### src/rtl/rect_plot_engine.sv
// -----------------------------------------------------------------------------
// rect_plot_engine
//
// Pixel-writer FSM that sits in front of the vga_adapter plot port. A start
// request latches a rectangle (or the whole screen in CLEAR mode), clips it
// against the visible area and then emits one pixel per clock in row-major
// order (x fastest). Busy covers the whole operation; done pulses for one
// cycle after the last pixel or after an abort.
//
// Ports
//   clock         system clock
//   reset         synchronous, active-low
//   start         request, sampled only in IDLE
//   mode          0 = RECT, 1 = CLEAR (sampled with start)
//   x0, y0        rectangle origin
//   w, h          rectangle size in pixels
//   colour_in     RECT colour
//   clear_colour  CLEAR colour
//   abort         terminates the running operation
//   x, y, colour  pixel to the vga_adapter (valid while plot = 1)
//   plot          write strobe
//   busy          operation in progress
//   done          one-cycle completion pulse
// -----------------------------------------------------------------------------
module rect_plot_engine #(
    parameter int X_W      = 8,
    parameter int Y_W      = 7,
    parameter int C_W      = 3,
    parameter int SCREEN_W = 160,
    parameter int SCREEN_H = 120
) (
    input  logic           clock,
    input  logic           reset,
    input  logic           start,
    input  logic           mode,
    input  logic [X_W-1:0] x0,
    input  logic [Y_W-1:0] y0,
    input  logic [X_W-1:0] w,
    input  logic [Y_W-1:0] h,
    input  logic [C_W-1:0] colour_in,
    input  logic [C_W-1:0] clear_colour,
    input  logic           abort,
    output logic [X_W-1:0] x,
    output logic [Y_W-1:0] y,
    output logic [C_W-1:0] colour,
    output logic           plot,
    output logic           busy,
    output logic           done
);

    // Screen limits carried one bit wider than the coordinates so the
    // clipping subtraction and comparison can never wrap.
    localparam logic [X_W:0] LP_SCREEN_W = (X_W+1)'(SCREEN_W);
    localparam logic [Y_W:0] LP_SCREEN_H = (Y_W+1)'(SCREEN_H);

    typedef enum logic [1:0] {
        S_IDLE = 2'd0,
        S_DRAW = 2'd1,
        S_FIN  = 2'd2
    } state_t;

    // State and latched operation
    state_t         r_state;
    logic [X_W-1:0] r_xs;       // first column of every row
    logic [X_W-1:0] r_xend;     // last column
    logic [Y_W-1:0] r_yend;     // last row
    logic [X_W-1:0] r_cx;       // next pixel to emit
    logic [Y_W-1:0] r_cy;
    logic [C_W-1:0] r_col;
    logic           r_more;     // at least one pixel still to emit

    // Registered outputs
    logic [X_W-1:0] r_x;
    logic [Y_W-1:0] r_y;
    logic [C_W-1:0] r_colour;
    logic           r_plot;
    logic           r_busy;
    logic           r_done;

    // Operand selection and clipping
    logic [X_W:0]   w_src_x0, w_src_w, w_rem_w, w_weff;
    logic [Y_W:0]   w_src_y0, w_src_h, w_rem_h, w_heff;
    logic [C_W-1:0] w_src_col;
    logic [X_W-1:0] w_xend;
    logic [Y_W-1:0] w_yend;
    logic           w_empty;

    // NOTE: every signal driven here gets a value on every path, so no latch is inferred.
    always_comb begin
        w_src_x0  = mode ? '0          : {1'b0, x0};
        w_src_y0  = mode ? '0          : {1'b0, y0};
        w_src_w   = mode ? LP_SCREEN_W : {1'b0, w};
        w_src_h   = mode ? LP_SCREEN_H : {1'b0, h};
        w_src_col = mode ? clear_colour : colour_in;

        w_rem_w = (w_src_x0 >= LP_SCREEN_W) ? '0 : LP_SCREEN_W - w_src_x0;
        w_rem_h = (w_src_y0 >= LP_SCREEN_H) ? '0 : LP_SCREEN_H - w_src_y0;
        w_weff  = (w_src_w < w_rem_w) ? w_src_w : w_rem_w;
        w_heff  = (w_src_h < w_rem_h) ? w_src_h : w_rem_h;
        w_empty = (w_weff == '0) || (w_heff == '0);

        // Only meaningful when the clipped area is non-empty; then the end
        // coordinate is inside the screen and fits the coordinate width.
        w_xend = w_src_x0[X_W-1:0] + w_weff[X_W-1:0] - X_W'(1);
        w_yend = w_src_y0[Y_W-1:0] + w_heff[Y_W-1:0] - Y_W'(1);
    end

    // Next-state and next-output logic
    state_t         w_state_nxt;
    logic [X_W-1:0] w_xs_nxt, w_xend_nxt, w_cx_nxt, w_x_nxt;
    logic [Y_W-1:0] w_yend_nxt, w_cy_nxt, w_y_nxt;
    logic [C_W-1:0] w_col_nxt, w_colour_nxt;
    logic           w_more_nxt, w_plot_nxt;
    logic           w_last;

    always_comb begin
        w_state_nxt  = r_state;
        w_xs_nxt     = r_xs;
        w_xend_nxt   = r_xend;
        w_yend_nxt   = r_yend;
        w_cx_nxt     = r_cx;
        w_cy_nxt     = r_cy;
        w_col_nxt    = r_col;
        w_more_nxt   = r_more;
        w_x_nxt      = r_x;
        w_y_nxt      = r_y;
        w_colour_nxt = r_colour;
        w_plot_nxt   = 1'b0;
        w_last       = (r_cx == r_xend) && (r_cy == r_yend);

        case (r_state)
            S_IDLE: begin
                // abort has no meaning here; start always wins.
                if (start) begin
                    w_xs_nxt    = w_src_x0[X_W-1:0];
                    w_cx_nxt    = w_src_x0[X_W-1:0];
                    w_cy_nxt    = w_src_y0[Y_W-1:0];
                    w_xend_nxt  = w_xend;
                    w_yend_nxt  = w_yend;
                    w_col_nxt   = w_src_col;
                    w_more_nxt  = 1'b1;
                    w_state_nxt = w_empty ? S_FIN : S_DRAW;
                end
            end
            S_DRAW: begin
                if (abort) begin
                    w_state_nxt = S_FIN;
                end else if (r_more) begin
                    w_x_nxt      = r_cx;
                    w_y_nxt      = r_cy;
                    w_colour_nxt = r_col;
                    w_plot_nxt   = 1'b1;
                    if (w_last) begin
                        w_more_nxt = 1'b0;
                    end else if (r_cx == r_xend) begin
                        w_cx_nxt = r_xs;
                        w_cy_nxt = r_cy + Y_W'(1);
                    end else begin
                        w_cx_nxt = r_cx + X_W'(1);
                    end
                end else begin
                    // Last pixel is on the outputs this cycle.
                    w_state_nxt = S_FIN;
                end
            end
            S_FIN: begin
                w_state_nxt = S_IDLE;
            end
            default: begin
                w_state_nxt = S_IDLE;
            end
        endcase
    end

    // NOTE: reset is tested inside the clocked block, which makes it synchronous.
    always_ff @(posedge clock) begin
        if (!reset) begin
            r_state  <= S_IDLE;
            r_xs     <= '0;
            r_xend   <= '0;
            r_yend   <= '0;
            r_cx     <= '0;
            r_cy     <= '0;
            r_col    <= '0;
            r_more   <= 1'b0;
            r_x      <= '0;
            r_y      <= '0;
            r_colour <= '0;
            r_plot   <= 1'b0;
            r_busy   <= 1'b0;
            r_done   <= 1'b0;
        end else begin
            // NOTE: non-blocking assignments so every flop samples pre-edge values.
            r_state  <= w_state_nxt;
            r_xs     <= w_xs_nxt;
            r_xend   <= w_xend_nxt;
            r_yend   <= w_yend_nxt;
            r_cx     <= w_cx_nxt;
            r_cy     <= w_cy_nxt;
            r_col    <= w_col_nxt;
            r_more   <= w_more_nxt;
            r_x      <= w_x_nxt;
            r_y      <= w_y_nxt;
            r_colour <= w_colour_nxt;
            r_plot   <= w_plot_nxt;
            // Status flags follow the state being entered, so they line up
            // with the state they describe.
            r_busy   <= (w_state_nxt == S_DRAW);
            r_done   <= (w_state_nxt == S_FIN);
        end
    end

    assign x      = r_x;
    assign y      = r_y;
    assign colour = r_colour;
    assign plot   = r_plot;
    assign busy   = r_busy;
    assign done   = r_done;

endmodule

### config.mk
export PLATFORM = sky130hd
export DESIGN_NAME = rect_plot_engine
export DESIGN_NICKNAME = d
export VERILOG_FILES = /design/src/rtl/rect_plot_engine.sv
export SDC_FILE = /design/constraint.sdc
export NUM_CORES = 1
export LEC_CHECK = 0
export ABC_AREA = 1
export CAP_MARGIN = 40
export CORE_MARGIN = 10
export CORE_UTILIZATION = 43
export CTS_CLUSTER_DIAMETER = 200
export DETAILED_ROUTE_END_ITERATION = 6
export PLACE_DENSITY = 0.75
export SYNTH_ARGS = -nofsm -noshare
export SYNTH_HDL_FRONTEND = slang
export SYNTH_SLANG_ARGS = --single-unit
export TNS_END_PERCENT = 20
### constraint.sdc
create_clock -name clock -period 4.83 [get_ports clock]
set_input_delay 0.483 -clock clock [delete_from_list [all_inputs] [get_ports clock]]
set_output_delay 0.483 -clock clock [all_outputs]
set_load 0.02 [all_outputs]
==> flow_summary.toml, run 1 <==
[worst_hold_path]
hold_path.class = "flop to flop"

[yosys]
synth.distinct_cells = 41
synth_nets = 768
synth_top_cells_by_count = "125 x nand2_1, 100 x inv_1, 68 x o21ai_0"
synth_edf_count = 0
synth_area_leaders = "dfxtp_1 28%, ha_1 11%, nand2_1 10%, inv_1 8.1%, o21ai_0 7.3%"
async_flop_share_pct = 0
yosysMostFrequentCell = "nand2_1"
synth_ff_type = "dfxtp_1"
synth.avg_cell_area_um2 = 6.80
synth_cells = 684
synth_top_area_share_pct = 28.0
ys_seq_elements = 65
syn-cell-area_mm2 = 0.00465
yosys_warnings = 0
synth_area_leader_cell = "dfxtp_1"
ys_seq_area_share_pct = 28.0

[setup_path]
worstSetupPathType = "primary input to flop"
crit_path_frequent_cell = "nand2_1"
worstPathRequired_ps = 5070
slowest_delay_ps = 450
crit_arrival_ps = 4880
critPathLaunchType = "primary input"
crit_fanout = 4
worstSetupEndpointType = "flop"
crit_family = "adder cells"
cpMaxStageDelayCell = "clkdlybuf4s50_1"
path_buf_inv = 5

[sta]
fin_crit_ps = 4630
drv_slew = 0
fin_tns_setup_ps = 0
fin_skew_ps = 12.6
worstMarginPinSlew_ps = 553
timing.hold.ws_ps = 498
relSlewSlack_pct = 63.1
fmaxAchievable_ghz = 0.216
period_share_pct = 95.9
hold_viol_final = 0
setup_viol = 0

[global_routing]
grt-ovfl-total = 0
grt_antenna_before_repair = 0
grt_pass1_wl_mm = 20.9
grt.total_usage_pct = 16.6
grt_pass1_vias = 4516
grt_max_degree = 51

[cells_and_area]
design_area_mm2 = 0.00594
instances_no_fill = 923
drive_above_1_share_pct = 14.1
multiInputGateArea_mm2 = 0.00286
nFillCells = 975
area_growth_pct = 27.8
regArea_mm2 = 0.00130
num_antenna_cells = 0
layout.nets = 866

[detailed_routing]
routed_wl_mm = 12.8
routedWlPerCell_um = 13.8
drc = 0
firstDrtPassIters = 5
vias = 4752
drt_iter0_drc = 369
vias_per_cell = 5.15
drtAntennaViolNets = 0

[cts]
tritoncts = "built"
cts_root_buf = "clkbuf_8"
clk-insertion-delay-late_ps = 360
clk_pin_slew_worst_paths_ps = 80
h-tree-depth = 3
cts_sinks = 65
max-clock-path-buffers = 2
cts_inserted_buffers = 9

[floorplan]
die_height_um = 124
initial_core_util_pct = 44.6
dieArea_mm2 = 0.0154
die_x_um = 124
rows = 37
design.core.area_mm2 = 0.0104
num_io_pins = 62

[placement]
gp_congestion = 0.896
place_area_mm2 = 0.00568
dp_cells = 906
dpl.hpwl_mm = 9.93
io_buffer_count = 61

[job]
cap_violations = 0

[power_and_ir_drop]
cell_internal_pwr_mw = 1.19
p_clk_share_pct = 25.9
p_switching_uw = 683
swShare_pct = 36.5
seqPwrFrac_pct = 33.4
power.combinational.fraction_pct = 40.8
p_leak_nw = 2.86
max-vdd-ir-drop_mv = 0.153
p_per_area_mw_per_mm2 = 315

[status]
status = "finished, final reports clean"
==> worst min-delay path, cell delays in order, from the launching register on <==
cell,delay [ps]
dfxtp_1,310
nor2_1,90
nor2_1,50
==> layout by cell type (no fill, tap or decap), drive strengths merged, types with 5 or more instances in the layout <==
cell type      count
o21ai             71
o211ai             6
nor2              67
a21oi             55
nand3             32
inv              105
nor3               8
a31oi             11
nand2            141
xor2              17
clkbuf            10
xnor2              6
clkdlybuf4s50     60
buf               50
nand4              5
dfxtp             65
ha                41
a211oi             7
or2                7
==> cells by family (layout without fill, tap and decap cells) <==
kind of cell               Yosys count  after routing  synth area share (%)
AOI/OAI and AO/OA                  158            158                  18.8
and+or+nand+nor                    266            266                  25.5
adders and majority gates           43             43                  11.9
DFF                                 65             65                  28.0
xor gates and xnor gates            23             23                  4.33
buffers and inverters              129            232                  11.5
==> state kept, by name, indices dropped and copies added (netlist names), 2 cells and up <==
register  cells
y             7
r_col         3
r_yend        7
x             8
r_cx          8
r_state       2
colour        3
r_xend        8
r_cy          7
r_xs          8
==> layer usage <==
layer	wire, um	global-route usage [%]	share of wire, %	up-vias
li1	-	-	-	2430
met1	5850	22.2	46	2129
met2	5750	26.3	45	180
met3	1020	3.85	8.0	13
met4	151	4.46	1.2	0
met5	0	0	0	-
==> timing repair <==
action | CTS | global route
setup endpoints to repair | 0 | 3
hold buffers | 0 | 0
resized for setup | 0 | 16
setup buffers | 0 | 1
==> path summary, 6_finish.rpt <==
check	startpoint	to	slack [ps]	cells after the start
max	x0[0]	r_xend[7]$_SDFFE_PN0P_	200	33
min reg2reg	r_col[2]$_SDFFE_PN0P_	colour[2]$_SDFFE_PN0P_	500	2
max reg2reg	r_cx[3]$_SDFFE_PN0P_	r_cy[0]$_SDFFE_PN0P_	2040	13
min	r_col[2]$_SDFFE_PN0P_	colour[2]$_SDFFE_PN0P_	500	2
==> final cells by class <==
type                       count  area share (%)
multi-input combinational    490            48.1
sequential                    65            21.9
timing repair buffer         111            17.0
inverter                     105            6.76
tap                          136            2.86
clock buffer                  10            2.32
clock inverter                 6            1.12
==> metrics by stage <==
step	setup slack (ps)	power [mW]	utilization (%)
detailed placement	-259	1.37	54.6
global route	-74.0	2.01	57.1
CTS	94.1	1.85	56.5
floorplan	213	1.11	-
finish	196	1.87	57.1
global placement	-69.1	1.34	54.6
==> power groups by stage <==
stage,sequential [mW],clock (mW),combinational (mW)
after global placement,0.634,0,0.710
final,0.624,0.484,0.762
after floorplan,0.631,0,0.483
after detailed placement,0.635,0,0.738
after CTS,0.623,0.485,0.742
after global routing,0.631,0.509,0.866
Power figures use the tool's default switching activity.
==> inputs of run 2 (changes only) <==
PLACE_DENSITY = 0.67   (was 0.75)
clock period = 3.8 ns   (was 4.83 ns; I/O delays follow)
==> run 2 against run 1 <==
- flip-flop and latch count unchanged
- highest routed layer unchanged
- register-to-register slack worse by 1000 ps
- clock power grew 21%
- the run now ends with negative setup slack left
- final cell count grew 7.8%
==> flow_summary.toml, run 2 (synthesis gave the netlist of run 1 again) <==
[global_routing]
grt_pass1_wl_mm = 22.3
grt-ovfl-total = 0
grt_max_degree = 51
grt.total_usage_pct = 17.8
grt_pass1_vias = 4869
grt_antenna_before_repair = 0

[placement]
dpl.hpwl_mm = 10.3
io_buffer_count = 61
gp_congestion = 0.908

[detailed_routing]
drt_iter0_drc = 336
drtAntennaViolNets = 0
drc = 0
routedWlPerCell_um = 14.3
vias_per_cell = 5.04
routed_wl_mm = 14.3
firstDrtPassIters = 5
vias = 5010

[cts]
cts_hold_buf = 0
tritoncts = "built"
cts_sinks = 65
clk-insertion-delay-late_ps = 350
cts_root_buf = "clkbuf_8"
cts_inserted_buffers = 9
max-clock-path-buffers = 2
h-tree-depth = 3
clk_pin_slew_worst_paths_ps = 70

[floorplan]
num_io_pins = 62
die_x_um = 124
initial_core_util_pct = 44.6
design.core.area_mm2 = 0.0104
die_height_um = 124
dieArea_mm2 = 0.0154
rows = 37

[sta]
fin_crit_ps = 4000
timing.hold.ws_ps = 508
setup_viol = 4
fmaxAchievable_ghz = 0.250
fin_skew_ps = 13.0
period_share_pct = 105
rsz0062_at_grt = "yes"
relSlewSlack_pct = 61.2
worstMarginPinSlew_ps = 581
fin_ws_ps = -202
drv_slew = 0
hold_viol_final = 0

[power_and_ir_drop]
p_clk_share_pct = 21.8
max-vdd-ir-drop_mv = 0.225
swShare_pct = 36.5
seqPwrFrac_pct = 29.3
p_leak_nw = 3.26
power.combinational.fraction_pct = 48.9
p_total_mw = 2.70
cell_internal_pwr_mw = 1.72
p_per_area_mw_per_mm2 = 389
p_switching_uw = 986

[setup_path]
rrSetupSlack_ps = 1030
crit_arrival_ps = 4240
crit_family = "simple AND/OR/NAND/NOR gates"
reg2reg_depth = 13
critPathLaunchType = "primary input"
crit_path_frequent_cell = "nand2_2"
slowest_delay_ps = 370
crit_fanout = 7
cp.depth = 33
worstPathRequired_ps = 4040
path_buf_inv = 5
worstSetupEndpointType = "flop"
cpMaxStageDelayCell = "fa_2"
worstSetupPathType = "primary input to flop"

[cells_and_area]
utilization_pct = 66.7
area_growth_pct = 49.5
drive_above_1_share_pct = 31.5
final_common_cell = "buf_4"
layout.nets = 938
num_antenna_cells = 0
final_cell_mix = "118 x buf_4, 97 x nand2_1, 86 x inv_1"

[worst_hold_path]
min_delay_path_depth = 2
hold_path.class = "flop to flop"

[status]
violations = "negative setup slack"
status = "finished with violations"

[job]
cap_violations = 0
## run 2: path summary, 6_finish.rpt
check,end,from
worst max register to register,r_cy[0]$_SDFFE_PN0P_,r_cx[0]$_SDFFE_PN0P_
worst min register to register,r_xend[1]$_SDFFE_PN0P_,r_xend[1]$_SDFFE_PN0P_
worst max-delay path,r_xend[7]$_SDFFE_PN0P_,mode
worst min-delay path,r_xend[1]$_SDFFE_PN0P_,r_xend[1]$_SDFFE_PN0P_
## run 2: per-layer routing
layer / wire (um) / GRT usage, % / up-vias
li1: - / - / 2577
met1: 6430 / 23.4 / 2272
met2: 6730 / 28.9 / 141
met3: 865 / 3.17 / 20
met4: 247 / 5.76 / 0
met5: 0 / 0 / -
## run 2: worst reg2reg max path: stages, from the launching register on
cell,delay [ps]
dfxtp_1,420
inv_1,110
nand2_1,70
nand4_1,110
nor2_1,100
nand2_1,280
inv_2,230
nand3_1,100
a21oi_1,380
inv_1,290
o21ai_2,240
inv_2,120
o21ai_0,170
a21oi_1,60
## run 2: timing repair
action | 4_1_cts | 5_1_grt
cloned | 1 | 0
pin swaps | 30 | 54
hold endpoints to repair | 0 | 0
endpoints found under the setup margin | 11 | 10
gates resized for setup | 45 | 96
setup buffers | 16 | 11
## run 2: layout make-up
cell class	count	area, um2
clock buffers	11	141
clock inverters	5	55.1
fillers	890	3470
inverters	105	404
multi-input cells	490	3340
flip-flops and latches	65	1300
well taps	136	170
repair buffers	182	1530
repair inverters	1	11.3
## run 2: through the flow
step | cells | setup TNS [ps] | setup slack [ps] | cell area [um2]
2_1_floorplan | 684 | -719 | -345 | 4730
3_3_place_gp | 952 | -6750 | -851 | 6090
3_5_place_dp | 952 | -8440 | -999 | 6090
4_1_cts | 985 | -581 | -235 | 6560
5_1_grt | 995 | -1260 | -428 | 6950
6_report | 995 | -455 | -202 | 6950
## run 2: power groups by stage
stage	Sequential, mW	Clock (mW)	Combinational [mW]
floorplan	0.802	0	0.637
global placement	0.805	0	1.01
detailed placement	0.807	0	1.04
CTS	0.792	0.594	1.14
global route	0.802	0.626	1.46
finish	0.793	0.588	1.32
==> variant 1: new RTL, config.mk and constraints of run 2 <==
Reset style: asynchronous (`reset`), changed in one clocked block.
--- a/src/rtl/rect_plot_engine.sv
+++ b/src/rtl/rect_plot_engine.sv
@@ -173,7 +173,7 @@
     end
 
     // NOTE: reset is tested inside the clocked block, which makes it synchronous.
-    always_ff @(posedge clock) begin
+    always_ff @(posedge clock or negedge reset) begin
         if (!reset) begin
             r_state  <= S_IDLE;
             r_xs     <= '0;
Formal check against the unedited RTL: differs if reset is asserted again (counterexample within 4 cycles, from zero or initial values and one cycle with reset low); with reset held inactive, the same outputs for 4 cycles.
==> variant 1 against run 2 <==
- sequential cell count unchanged
- setup slack got worse by 0.22 ns
- the flow still finishes with violations (setup timing)
- cell count increased by 2.4%
- total power increased by 52%
- clock power increased by 35%
- first-iteration DRC count decreased by 23%
- worst hold slack got worse by 0.14 ns
- global-route usage decreased by 1.0 points
- critical endpoint is now r_xend[7]$_DFFE_PN0P_
- routed wire length decreased by 5.8%
- area after synthesis increased by 6.5%
- via count decreased by 2.0%
- cell area increased by 3.6%
- maximum frequency decreased by 5.2%
==> variant 1: results (changes against run 2) <==
| Metric | Value |
|---|---|
| Status | `finished with violations` |
| Failing checks | `setup timing` |
| Most frequent cells after synthesis | `nand2_1 (172), inv_1 (98), o21ai_0 (73)` |
| Hold/Removal Path Class | `input port to async pin` |
| Ys async rst share | `100% (+100 points)` |
| Adder-Cell Fraction of Synth Area | `11.2% (-0.73 points)` |
| Mapped Nets | `765 (-0.39%)` |
| Number of cells upsized or downsized after cts | `53 (+18%)` |
| Count of endpoints failing setup in the final report | `3 (-1)` |
| Number of placed instances, taps included | `968 (+1.7%)` |
| Final setup skew | `0.00669 ns (-0.00630 ns)` |
| Via count | `4908 (-2.0%)` |
| Largest fanout on the critical path | `6 (-1)` |
| Synth Instances | `681 (-0.44%)` |
| Worst IR Drop VDD | `0.000441 V (+96%)` |
| Clock tree root driver cell | `clkbuf_16` |
| Worst slack, placed | `-1.24 ns (-0.240 ns)` |
| Post-synthesis compound-gate area fraction | `13.0% (-5.8 points)` |
| First-pass GRT wire length | `22700 um (+1.6%)` |
| Hold Buf Count CTS | `1 (+1)` |
| Wire length reported by the detailed router | `13500 um (-5.8%)` |
| Largest cells by area after synthesis | `dfrtp_1 (33%), nand2_1 (13%), ha_1 (10%)` |
| Lkg Pwr | `3.65 nW (+12%)` |
| Sequential element share of the synthesized area | `32.8% (+4.8 points)` |
| Min setup slack post-route | `-0.419 ns (-0.218 ns)` |
| Clock slew at reported path FFs | `0.05 ns (-0.02 ns)` |
| Post-DP Area | `6470 um^2 (+6.1%)` |
| Via density per instance | `4.82 (-4.3%)` |
| HPWL Detailed | `10300 um (-0.17%)` |
| Maximum single-stage delay on the critical path | `0.40 ns (+0.03 ns)` |
| Detailed Route Iter0 Violations | `260 (-23%)` |
| Count of different cell masters after synthesis | `44 (+7.3%)` |
| Gpl congestion | `0.882 (-2.8%)` |
variant 1: changes by cell type after synthesis, moves of 6 or more:
cell	change
a211oi_1	-6
a21oi_1	-37
a31oi_1	-7
clkbuf_1	-6
dfrtp_1	+65
dfxtp_1	-65
nand2_1	+47
nor2_1	-8
xor2_1	-7
variant 1: worst paths after layout:
| path | from | end | cells past startpoint |
|---|---|---|---|
| min in group clock | y[3]$_DFFE_PN0P_ | y[3]$_DFFE_PN0P_ | 2 |
| setup reg to reg | r_cx[0]$_DFFE_PN0P_ | r_cx[5]$_DFFE_PN0P_ | 11 |
| setup / recovery | mode | r_xend[7]$_DFFE_PN0P_ | 33 |
| hold reg to reg | y[3]$_DFFE_PN0P_ | y[3]$_DFFE_PN0P_ | 2 |
| max in group asynchronous | reset | x[7]$_DFFE_PN0P_ | 4 |
| hold / removal | reset | r_yend[0]$_DFFE_PN0P_ | 2 |
variant 1: cell type report:
| class | instances | area [um^2] |
|---|---|---|
| timing repair buffer | 196 | 1640 |
| inverter | 106 | 418 |
| clock inverter | 5 | 56.3 |
| clock buffer | 11 | 233 |
| tap | 143 | 179 |
| sequential | 65 | 1630 |
| fill | 999 | 4170 |
| multi-input combinational | 493 | 3050 |
variant 1: through the flow:
step,hold WS [ns],setup TNS [ns]
floorplan,0.0844,-1.24
global placement,0.463,-7.12
detailed placement,0.189,-8.71
CTS,0.374,-0.729
global route,0.385,-3.02
finish,0.369,-0.626
variant 1: power by group:
group / switching (mW) / internal (mW)
sequential: 0.212 / 1.00
combinational: 1.15 / 0.955
clock: 0.289 / 0.506
variant 1: routing by layer:
layer  GRT usage, %  routed length, um  vias up
met4           7.37                325        0
li1               -                  -     2563
met3           3.56                777       23
met5              0                  0        -
met2           26.8               6010      130
met1           21.3               6340     2192
==> variant 2: new RTL, config.mk and constraints of run 2 <==
Made on the original files. `X_W`: 8 -> 6.
--- a/src/rtl/rect_plot_engine.sv
+++ b/src/rtl/rect_plot_engine.sv
@@ -23,7 +23,7 @@
 //   done          one-cycle completion pulse
 // -----------------------------------------------------------------------------
 module rect_plot_engine #(
-    parameter int X_W      = 8,
+    parameter int X_W      = 6,
     parameter int Y_W      = 7,
     parameter int C_W      = 3,
     parameter int SCREEN_W = 160,
Ports: changed (resized w, x and x0); port bits go from 62 to 56. The function was not compared with the original's and may differ.
==> variant 2 against run 2 <==
- synthesized cell count shrank 18%
- setup slack improved by 0.28 ns
- sequential share of layout area shrank 0.43 points
- cell area shrank 10%
- area after synthesis shrank 14%
- register-to-register slack improved by 0.35 ns
- routed wire length shrank 11%
- first-iteration DRC count down 46%
- die area fell by 12%
- core utilization is 1.4 points higher
- total power decreased by 2.6%
- critical path depth shrank 5
- sequential cell count fell by 8
==> variant 2: results (changes against run 2) <==
| Metric | Value |
|---|---|
| Routed length per instance | `15.0 um (+4.7%)` |
| Detail Route met3 WL | `717 um (-17%)` |
| Met1 Use GR | `20.3% (-3.1 points)` |
| Detailed Route Iter0 Violations | `182 (-46%)` |
| Largest fanout on the critical path | `5 (-2)` |
| Worst slack, placed | `-0.803 ns (+0.196 ns)` |
| Count of different cell masters after synthesis | `42 (+2.4%)` |
| Most frequent cells after synthesis | `inv_1 (80), nand2_1 (73), dfxtp_1 (57)` |
| Fill cell total of the finished layout | `705 (-21%)` |
| Count of buffers from port buffering | `55 (-9.8%)` |
| Post-DP Area | `5170 um^2 (-15%)` |
| Worst IR Drop VDD | `0.000208 V (-7.5%)` |
| Sequential element share of the synthesized area | `28.6% (+0.61 points)` |
| Met3 layer usage reported by global route | `3.08% (-0.086 points)` |
| Worst R2R End | `r_cy[3]$_SDFFE_PN0P_` |
| Cell internal pwr | `1.77 mW (+3.0%)` |
| Net count reported at finish | `800 (-15%)` |
| Synth Instances | `560 (-18%)` |
| Length in cells of the worst reg-to-reg path | `12 (-1)` |
| Sum of met2 wire segment lengths after detailed routing | `6060 um (-9.9%)` |
| Pin count of the biggest net entering global routing | `30 (-41%)` |
| Met1 routed wirelength after detailed routing | `5400 um (-16%)` |
| Post-synthesis compound-gate area fraction | `18.8% (+0.058 points)` |
| Met2 GRT Util | `29.8% (+0.95 points)` |
| Post-synthesis share of cell area spent on xor and xnor gates | `6.37% (+2.0 points)` |
| Largest cells by area after synthesis | `dfxtp_1 (29%), ha_1 (11%), inv_1 (7.5%)` |
| Cell with the largest stage delay on the worst path | `ha_1` |
| Number of placed instances, taps included | `777 (-18%)` |
| Hold slack | `0.480 ns (-0.0275 ns)` |
| Number of cells upsized or downsized after cts | `49 (+8.9%)` |
| Worst Path Required | `4.03 ns (about the same)` |
| Fraction of layout instances using a drive strength above 1 | `34.3% (+2.8 points)` |
| First-pass GRT wire length | `19100 um (-15%)` |
| Via count of the first global-routing pass | `4213 (-13%)` |
| Final setup skew | `0.00856 ns (-0.00443 ns)` |
| Maximum single-stage delay on the critical path | `0.27 ns (-0.10 ns)` |
| Status | `finished clean` |
==> variant 2: cell type report <==
| class | instances | area [um^2] | share of cell area (%) |
|---|---|---|---|
| multi-input cells | 395 | 2850 | 45.7 |
| clock inverters | 5 | 125 | 2.01 |
| clock buffers | 11 | 151 | 2.43 |
| well taps | 111 | 139 | 2.23 |
| flip-flops and latches | 57 | 1140 | 18.3 |
| inverters | 90 | 355 | 5.70 |
| repair buffers | 173 | 1470 | 23.6 |
==> variant 2: kinds of logic after synthesis <==
| family | count (synthesis) |
|---|---|
| AND/OR/NAND/NOR | 196 |
| AO/OA/AOI/OAI | 133 |
| buffers and inverters | 108 |
| flip-flops | 57 |
| adder cells (fa/ha/maj) | 37 |
| XOR/XNOR | 29 |
==> variant 2: power by group through the flow <==
stage                     registers, mW  logic [mW]  clock network [mW]
after detailed placement          0.744       0.880                   0
after global routing              0.741        1.25               0.807
after floorplan                   0.738       0.567                   0
after global placement            0.742       0.861                   0
after CTS                         0.732       0.998               0.786
final                             0.733        1.13               0.774
